$ cat config.mk
export PLATFORM = sky130hd
export DESIGN_NAME = add_reduce_seq
export DESIGN_NICKNAME = d
export VERILOG_FILES = /design/src/rtl/add_reduce_seq.sv
export SDC_FILE = /design/constraint.sdc
export NUM_CORES = 2
export LEC_CHECK = 0
export ABC_AREA = 1
export CORE_MARGIN = 2
export CORE_UTILIZATION = 47
export DETAILED_ROUTE_END_ITERATION = 12
export PLACE_DENSITY = 0.69
export SLEW_MARGIN = 20
export SYNTH_ARGS = -nofsm -noshare
export SYNTH_HDL_FRONTEND = slang
export SYNTH_SLANG_ARGS = --single-unit
$ cat constraint.sdc
create_clock -name clk -period 7.4 [get_ports clk]
set_input_delay 1.48 -clock clk [delete_from_list [all_inputs] [get_ports clk]]
set_output_delay 1.48 -clock clk [all_outputs]
set_load 0.02 [all_outputs]
$ cat src/rtl/add_reduce_seq.sv
`default_nettype none
// ============================================================================
//  Module   : add_reduce_seq
//  Purpose  : Multi-cycle reduction adder. Captures NUM_IN operands on a start
//             strobe, then sums them with NUM_ADD shared adders over a fixed
//             number of steps. Optional unsigned saturation and an overflow
//             flag that reflects the true (unbounded) sum.
//  Ports    : clk       - clock, rising edge
//             rst_n     - asynchronous active-low reset
//             r_enable  - start strobe (capture operands, restart if busy)
//             sat_mode  - 0 wrap, 1 unsigned saturate (captured with operands)
//             init      - packed operands, operand i = init[i*WIDTH +: WIDTH]
//             busy      - high from capture until the done edge
//             w_enable  - one-cycle done strobe
//             result    - sum, held between done strobes
//             overflow  - true sum >= 2^WIDTH, valid with result
//  Revision : 1.0 - initial parametrised release
// ============================================================================
module add_reduce_seq #(
  parameter int WIDTH   = 64,
  parameter int NUM_IN  = 7,
  parameter int NUM_ADD = 2
) (
  input  logic                    clk,
  input  logic                    rst_n,
  input  logic                    r_enable,
  input  logic                    sat_mode,
  input  logic [NUM_IN*WIDTH-1:0] init,
  output logic                    busy,
  output logic                    w_enable,
  output logic [WIDTH-1:0]        result,
  output logic                    overflow
);

  // Live-count width: must hold the value NUM_IN itself.
  localparam int CNT_W = $clog2(NUM_IN + 1);

  typedef enum logic [1:0] {
    IDLE = 2'd0,
    RUN  = 2'd1,
    DONE = 2'd2
  } state_t;

  // --------------------------------------------------------------------------
  // State
  // --------------------------------------------------------------------------
  state_t             state_q,    state_d;
  logic [WIDTH-1:0]   slot_q [NUM_IN];
  logic [WIDTH-1:0]   slot_d [NUM_IN];
  logic [CNT_W-1:0]   cnt_q,      cnt_d;
  logic               sat_q,      sat_d;
  logic               acc_ovf_q,  acc_ovf_d;
  logic               busy_q,     busy_d;
  logic               w_enable_q, w_enable_d;
  logic [WIDTH-1:0]   result_q,   result_d;
  logic               overflow_q, overflow_d;

  // --------------------------------------------------------------------------
  // Datapath helpers
  // --------------------------------------------------------------------------
  // slot_pad extends the slot file with zeros so that every shifted read
  // (k + pairs) and every adder operand index stays in range for all
  // parameter combinations without per-index guards.
  logic [WIDTH-1:0]   slot_pad  [2*NUM_IN];
  logic [WIDTH-1:0]   add_val   [NUM_IN];
  logic               add_carry [NUM_IN];
  logic [WIDTH-1:0]   slot_step [NUM_IN];
  logic [CNT_W-1:0]   pairs;
  logic               ovf_step;

  for (genvar k = 0; k < 2*NUM_IN; k++) begin : g_pad
    if (k < NUM_IN) begin : g_live
      assign slot_pad[k] = slot_q[k];
    end else begin : g_zero
      assign slot_pad[k] = '0;
    end
  end

  // Physical adders: adder j always sums slots 2j and 2j+1. Whether its
  // output is used in a given step depends on the number of pairs.
  for (genvar j = 0; j < NUM_IN; j++) begin : g_adder
    if (j < NUM_ADD) begin : g_unit
      logic [WIDTH:0] sum_w;
      assign sum_w        = {1'b0, slot_pad[2*j]} + {1'b0, slot_pad[2*j+1]};
      assign add_carry[j] = sum_w[WIDTH];
      assign add_val[j]   = (sum_w[WIDTH] && sat_q) ? {WIDTH{1'b1}}
                                                    : sum_w[WIDTH-1:0];
    end else begin : g_none
      assign add_carry[j] = 1'b0;
      assign add_val[j]   = '0;
    end
  end

  // One reduction step: p = min(NUM_ADD, n/2) pairwise sums land in slots
  // 0..p-1, the unpaired tail 2p..n-1 slides down to p..n-p-1. A slot k >= p
  // therefore reads slot k+p; the pair count is decoded against each legal
  // value so every read index is a constant.
  always_comb begin
    pairs = cnt_q >> 1;
    if (pairs > CNT_W'(NUM_ADD)) begin
      pairs = CNT_W'(NUM_ADD);
    end

    ovf_step = 1'b0;
    for (int j = 0; j < NUM_IN; j++) begin
      if (CNT_W'(j) < pairs) begin
        ovf_step = ovf_step | add_carry[j];
      end
    end

    for (int k = 0; k < NUM_IN; k++) begin
      slot_step[k] = slot_q[k];
      for (int p = 0; p <= NUM_ADD; p++) begin
        if (pairs == CNT_W'(p)) begin
          if (k < p) begin
            slot_step[k] = add_val[k];
          end else begin
            slot_step[k] = slot_pad[k+p];
          end
        end
      end
    end
  end

  // --------------------------------------------------------------------------
  // Next-state logic
  // --------------------------------------------------------------------------
  always_comb begin
    state_d    = state_q;
    slot_d     = slot_q;
    cnt_d      = cnt_q;
    sat_d      = sat_q;
    acc_ovf_d  = acc_ovf_q;
    busy_d     = busy_q;
    w_enable_d = 1'b0;
    result_d   = result_q;
    overflow_d = overflow_q;

    if (r_enable) begin
      // Capture wins in every state; any in-flight job is dropped silently.
      for (int i = 0; i < NUM_IN; i++) begin
        slot_d[i] = init[i*WIDTH +: WIDTH];
      end
      cnt_d     = CNT_W'(NUM_IN);
      sat_d     = sat_mode;
      acc_ovf_d = 1'b0;
      busy_d    = 1'b1;
      state_d   = RUN;
    end else begin
      case (state_q)
        IDLE: begin
        end
        RUN: begin
          if (cnt_q > CNT_W'(1)) begin
            slot_d    = slot_step;
            cnt_d     = cnt_q - pairs;
            acc_ovf_d = acc_ovf_q | ovf_step;
          end else begin
            result_d   = slot_q[0];
            overflow_d = acc_ovf_q;
            w_enable_d = 1'b1;
            busy_d     = 1'b0;
            state_d    = DONE;
          end
        end
        DONE: begin
          state_d = IDLE;
        end
        default: begin
          state_d = IDLE;
          busy_d  = 1'b0;
        end
      endcase
    end
  end

  // --------------------------------------------------------------------------
  // Registers
  // --------------------------------------------------------------------------
  always_ff @(posedge clk or negedge rst_n) begin
    if (!rst_n) begin
      state_q    <= IDLE;
      for (int i = 0; i < NUM_IN; i++) begin
        slot_q[i] <= '0;
      end
      cnt_q      <= '0;
      sat_q      <= 1'b0;
      acc_ovf_q  <= 1'b0;
      busy_q     <= 1'b0;
      w_enable_q <= 1'b0;
      result_q   <= '0;
      overflow_q <= 1'b0;
    end else begin
      state_q    <= state_d;
      slot_q     <= slot_d;
      cnt_q      <= cnt_d;
      sat_q      <= sat_d;
      acc_ovf_q  <= acc_ovf_d;
      busy_q     <= busy_d;
      w_enable_q <= w_enable_d;
      result_q   <= result_d;
      overflow_q <= overflow_d;
    end
  end

  assign busy     = busy_q;
  assign w_enable = w_enable_q;
  assign result   = result_q;
  assign overflow = overflow_q;

endmodule
`default_nettype wire

Word-level counts from Yosys, hierarchy flattened
Cells that the tools add are included.

operators by class
  add/subtract/negate cells = 3
  magnitude comparators = 4
  eq/ne operators = 7
  muxes and demuxes = 37
  bitwise gates (word level) = 4
  reduce and logical (&&, ||, !) cells = 12

operators with widths
  cell                count
  $mux 448            3
  $mux 64             16
  $add 64x64->65      2
  $mux 1              10
  $mux 3              3
  $mux 2              3
  $reduce_and 2->1    3
  $reduce_and 3->1    2
  $eq 2x1->1 const B  2
  $eq 2x2->1 const B  2
  $lt 1x2->1 const A  2
  $pmux 2 s2          1
  $reduce_bool 2->1   2
  $gt 3x1->1 const B  1
  $ne 3x3->1 const B  1
  $reduce_bool 3->1   1
  $sub 3x2->3         1
  $gt 2x2->1 const B  1
  $logic_and 1x1->1   2
  $logic_not 2->1     1
  $ne 2x1->1 const B  1
  $ne 2x2->1 const B  1
  $not 1->1           2
  $or 1x1->1          2
  2 further kinds     2

storage, ports and cells
  register bits = 522
  bits of input ports = 452
  output and inout port bits = 67

Logic depth before layout (Yosys ltp)
  depth in word-level cells = 10
  mapped depth = 19

Worst setup path before layout
Ideal clock, no wire load.

  path kind = input-to-reg
  start = input r_enable
  end = register slot_q (netlist bit slot_pad[639])
  library setup time = 0.130 ns
  data arrival time = 2.691 ns
  required time = 7.270 ns
  setup slack = 4.579 ns
  cell stages on the path = 8
  cell sequence = buf_2 inv_1 buf_4 buf_2 clkbuf_1 o211ai_1 o211ai_1 o21ai_0

between the ends
  longest elaborated chain between the ends = 2
  elaborated cells on any way between the ends = 5
  those cells by class = 1 x mux; 4 x reduce/logical

RTL lines
  item                                                                     line  RTL
  start, declared                                                          26    input logic r_enable,
  $reduce_bool 3->1 (no line) / $reduce_bool 2->1 (equally long branches)  n/a
  $reduce_and 3->1 (no line)                                               n/a
  end signal, assigned                                                     195   slot_q <= slot_d;
  end, declared                                                            48    logic [WIDTH-1:0] slot_q [NUM_IN];

Parallel ways exist; a longest one is shown, timed or not.
A chain may end at the register's enable or synchronous reset.

Worst setup path after layout
  start = register cnt_q[2]
  end = register slot_q (netlist bit slot_pad[855])

between the ends
  longest elaborated chain between the ends = 7
  elaborated cells on any way between the ends = 12
  those cells by class = 2 x order compare; 2 x eq/ne; 5 x mux; 3 x reduce/logical

RTL lines
  item                    line  RTL
  start, declared         50    logic [CNT_W-1:0] cnt_q, cnt_d;
  start signal, assigned  196   cnt_q <= cnt_d;
  $gt 2x2->1              100   if (pairs > CNT_W'(NUM_ADD)) begin
  $mux 2                  100
  $eq 2x2->1              114   if (pairs == CNT_W'(p)) begin
  $mux 64                 114
  $mux 448                154   if (cnt_q > CNT_W'(1)) begin
  $mux 448                150   case (state_q)
  $mux 448                139   if (r_enable) begin

Parallel ways exist; a longest one is shown, timed or not. The select of a mux whose other input is x is not followed.

==> out/results.ini <==
[sta]
max_freq_mhz = 239.5
post-route-period-util_pct = 56.44
rsz0062_at_grt = false
relSlewSlack_pct = 29.15
setup_tns_ns = 0
min_period_ns = 4.176
finalSetupViolations = 0
finalClockSkew_ns = 0.01877
hold_viol = 0
final_max_slew_viol_count = 0
hold_ws_ns = 0.4750
tightest_slew_ns = 1.063

[clock_network]
postCtsHoldBufs = 0
clock_latency_ns = 0.65
cts_root_buf = clkbuf_16
htreeDepth = 2
cts_resized = 0
clock_path_buffers = 3
postCtsSetupBuffers = 0
cts_inserted_buffers = 60
clk_pin_slew_worst_paths_ns = 0.06
cts.sinks = 522
cts_tree = done

[status]
status = completed

[grt]
grt-busiest-layer = met2
grt_pass1_vias = 35540
antenna_found_initial = 12
met2_usage_pct = 53.04
grt_usage_pct = 32.73
grtUsageMet3_pct = 3.794
grt_pass1_wl_um = 206700
use_met1_pct = 46.21
grt_max_degree = 214
grt_overflow = 0

[cells_and_area]
layout-drive-gt1-share_pct = 2.752
utilization_pct = 57.56
final-instance-count-excl-fill = 7079
fin_area_um2 = 44510
nFillCells = 7654
final_nets = 6572
syn2layout_area_growth_pct = 21.31

[worst_setup_path]
cp.arrival_ns = 4.69
timing.setup.critical_path_class = reg2reg
start_kind = register
reg2regPathDepth = 13
cp_top_family = buffers and inverters
cp_max_fo = 213
worstPathCellList = inv_4 > ha_1 > nand2_1 > o31ai_2 > nor2_1 > nor2_2 > inv_2 > o31ai_4 > buf_12 > buf_4 > nor2_1 > o21ai_0 > nand2_1
cp_num_cells = 13
slowest_delay_ns = 0.94
endpoint_kind = register
cp_slowest_cell = buf_4
critPathRequiredTime_ns = 7.91
crit_buf_inv = 4

[logic_synthesis]
synth-edff-count = 0
ys_seq_area_share_pct = 35.60
yosys.area.top_type_share_pct = 35.60
netlist_instances = 5635
yosysTopAreaCell = dfrtp_1
yosys-top-cells-count = 2027 x nand2_1, 734 x inv_1, 522 x dfrtp_1
ys_ff_latch = 522
yosysUniqueCellTypes = 41
syn_avg_cell_area_um2 = 6.512
synth_top_flop_cell = dfrtp_1
syn_nets = 6223
synth.top_cells.by_area = dfrtp_1 36%, nand2_1 21%, inv_1 7.5%
netlist_area_um2 = 36690
ys_async_sr_fraction_pct = 100.0
synth_warnings = 0
synth.most_common_cell = nand2_1

[power]
clkPwrFrac_pct = 13.4
p_leak_nw = 21.50
power.switching_w = 0.01312
combPwrFrac_pct = 65.0
max-vdd-ir-drop_uv = 588.2
p_per_area_nw_per_um2 = 545.0
p_int_w = 0.01114
power_frac_seq_pct = 21.6
power.share.switching_pct = 54.09

[min_path]
holdCritPathClass = reg2reg
worstHoldPathCells = 2

[place]
hpwlAfterDp_um = 104500
port-buffer-count = 518
dp_cells = 6962
gp_congestion = 0.9722
placed_area_um2 = 42350

[drt]
drc_errors = 0
num_vias = 37430
ant_nets = 0
wl_um = 134300
drt-pass1-iter-count = 5
vias_per_cell = 5.288
drt_iter0_drc = 3116
wl_per_cell_um = 18.97

[floorplanning]
dieArea_um2 = 80320
die_h_um = 283.4
dieWidth_um = 283.4
core-area_um2 = 77340
rows = 102
io_pins = 519
start_util_pct = 47.45

[run]
maxCapViolCount = 0

## state kept, by name, indices dropped and copies added, names as in the netlist
| name | flops |
|---|---|
| state_q | 2 |
| busy | 1 |
| w_enable | 1 |
| cnt_q | 3 |
| sat_q | 1 |
| acc_ovf_q | 1 |
| slot_pad | 448 |
| overflow | 1 |
| result | 64 |
## worst min-delay path: stages, from the launching register on
cell and delay, ns:
dfrtp_1 0.34, nand2_1 0.05, nand2_1 0.05
## placed cells by master, fill, tap and decap left out, types with 8 or more instances in the layout
| cell | instances |
|---|---|
| o21ai_0 | 508 |
| clkbuf_8 | 9 |
| clkinv_2 | 16 |
| nand2_1 | 2025 |
| nor2_1 | 519 |
| ha_1 | 133 |
| xor2_1 | 63 |
| nand3b_1 | 20 |
| o211ai_1 | 308 |
| clkbuf_16 | 60 |
| bufinv_16 | 11 |
| buf_4 | 15 |
| nand4_1 | 17 |
| o21ai_1 | 139 |
| o21bai_1 | 8 |
| nor3_1 | 22 |
| nand3_1 | 140 |
| or2_2 | 8 |
| nor4_1 | 9 |
| dfrtp_1 | 521 |
| inv_1 | 731 |
| a21oi_1 | 157 |
| clkdlybuf4s50_1 | 516 |
| clkbuf_1 | 8 |
## through the flow
stage | power, W | worst slack, ns
global route | 0.02639 | 2.823
finish | 0.02426 | 3.224
CTS | 0.02410 | 3.277
floorplan | 0.01557 | 4.579
global placement | 0.02059 | 3.137
detailed placement | 0.02076 | 3.009
## area by class of cell
class | count | area [µm²] | area share (%)
Clock inverter | 33 | 494.2 | 1.110
Clock buffer | 77 | 1655 | 3.719
Multi-Input combinational cell | 4123 | 19760 | 44.38
Sequential cell | 522 | 13070 | 29.35
Tap cell | 1040 | 1301 | 2.923
Timing Repair Buffer | 539 | 5433 | 12.20
Inverter | 738 | 2790 | 6.268
Antenna cell | 7 | 17.52 | 0.03935
## power groups by stage
| stage | Clock [W] | Combinational (W) | Sequential (W) |
|---|---|---|---|
| finish | 0.00325 | 0.0158 | 0.00524 |
| floorplan | 0 | 0.0105 | 0.00507 |
| detailed placement | 0 | 0.0155 | 0.00524 |
| global route | 0.00340 | 0.0176 | 0.00539 |
| global placement | 0 | 0.0154 | 0.00522 |
| CTS | 0.00329 | 0.0156 | 0.00521 |
## kinds of logic after synthesis
kind of cell,share of synthesized area (%)
compound gates,17.83
xor+xnor,1.599
fa+ha+maj,4.699
buf+inv,10.59
flops,35.60
simple gates,29.69
## final timing paths
check	startpoint	end	slack, ns
max in group asynchronous	rst_n	slot_pad[893]$_DFFE_PN0P_	5.07
min in group asynchronous	rst_n	result[14]$_DFFE_PN0P_	0.90
min	result[34]$_DFFE_PN0P_	result[34]$_DFFE_PN0P_	0.47
max	cnt_q[2]$_DFFE_PN0P_	slot_pad[855]$_DFFE_PN0P_	3.22
max reg2reg	cnt_q[2]$_DFFE_PN0P_	slot_pad[855]$_DFFE_PN0P_	3.22
min reg2reg	result[34]$_DFFE_PN0P_	result[34]$_DFFE_PN0P_	0.47
## per-layer routing
layer	vias to the layer above	routed length [µm]
met5	-	81
met4	12	3882
met3	185	7237
met2	1108	61580
met1	17470	61500
li1	18660	-
No activity file was read; power rests on OpenSTA's default activity.
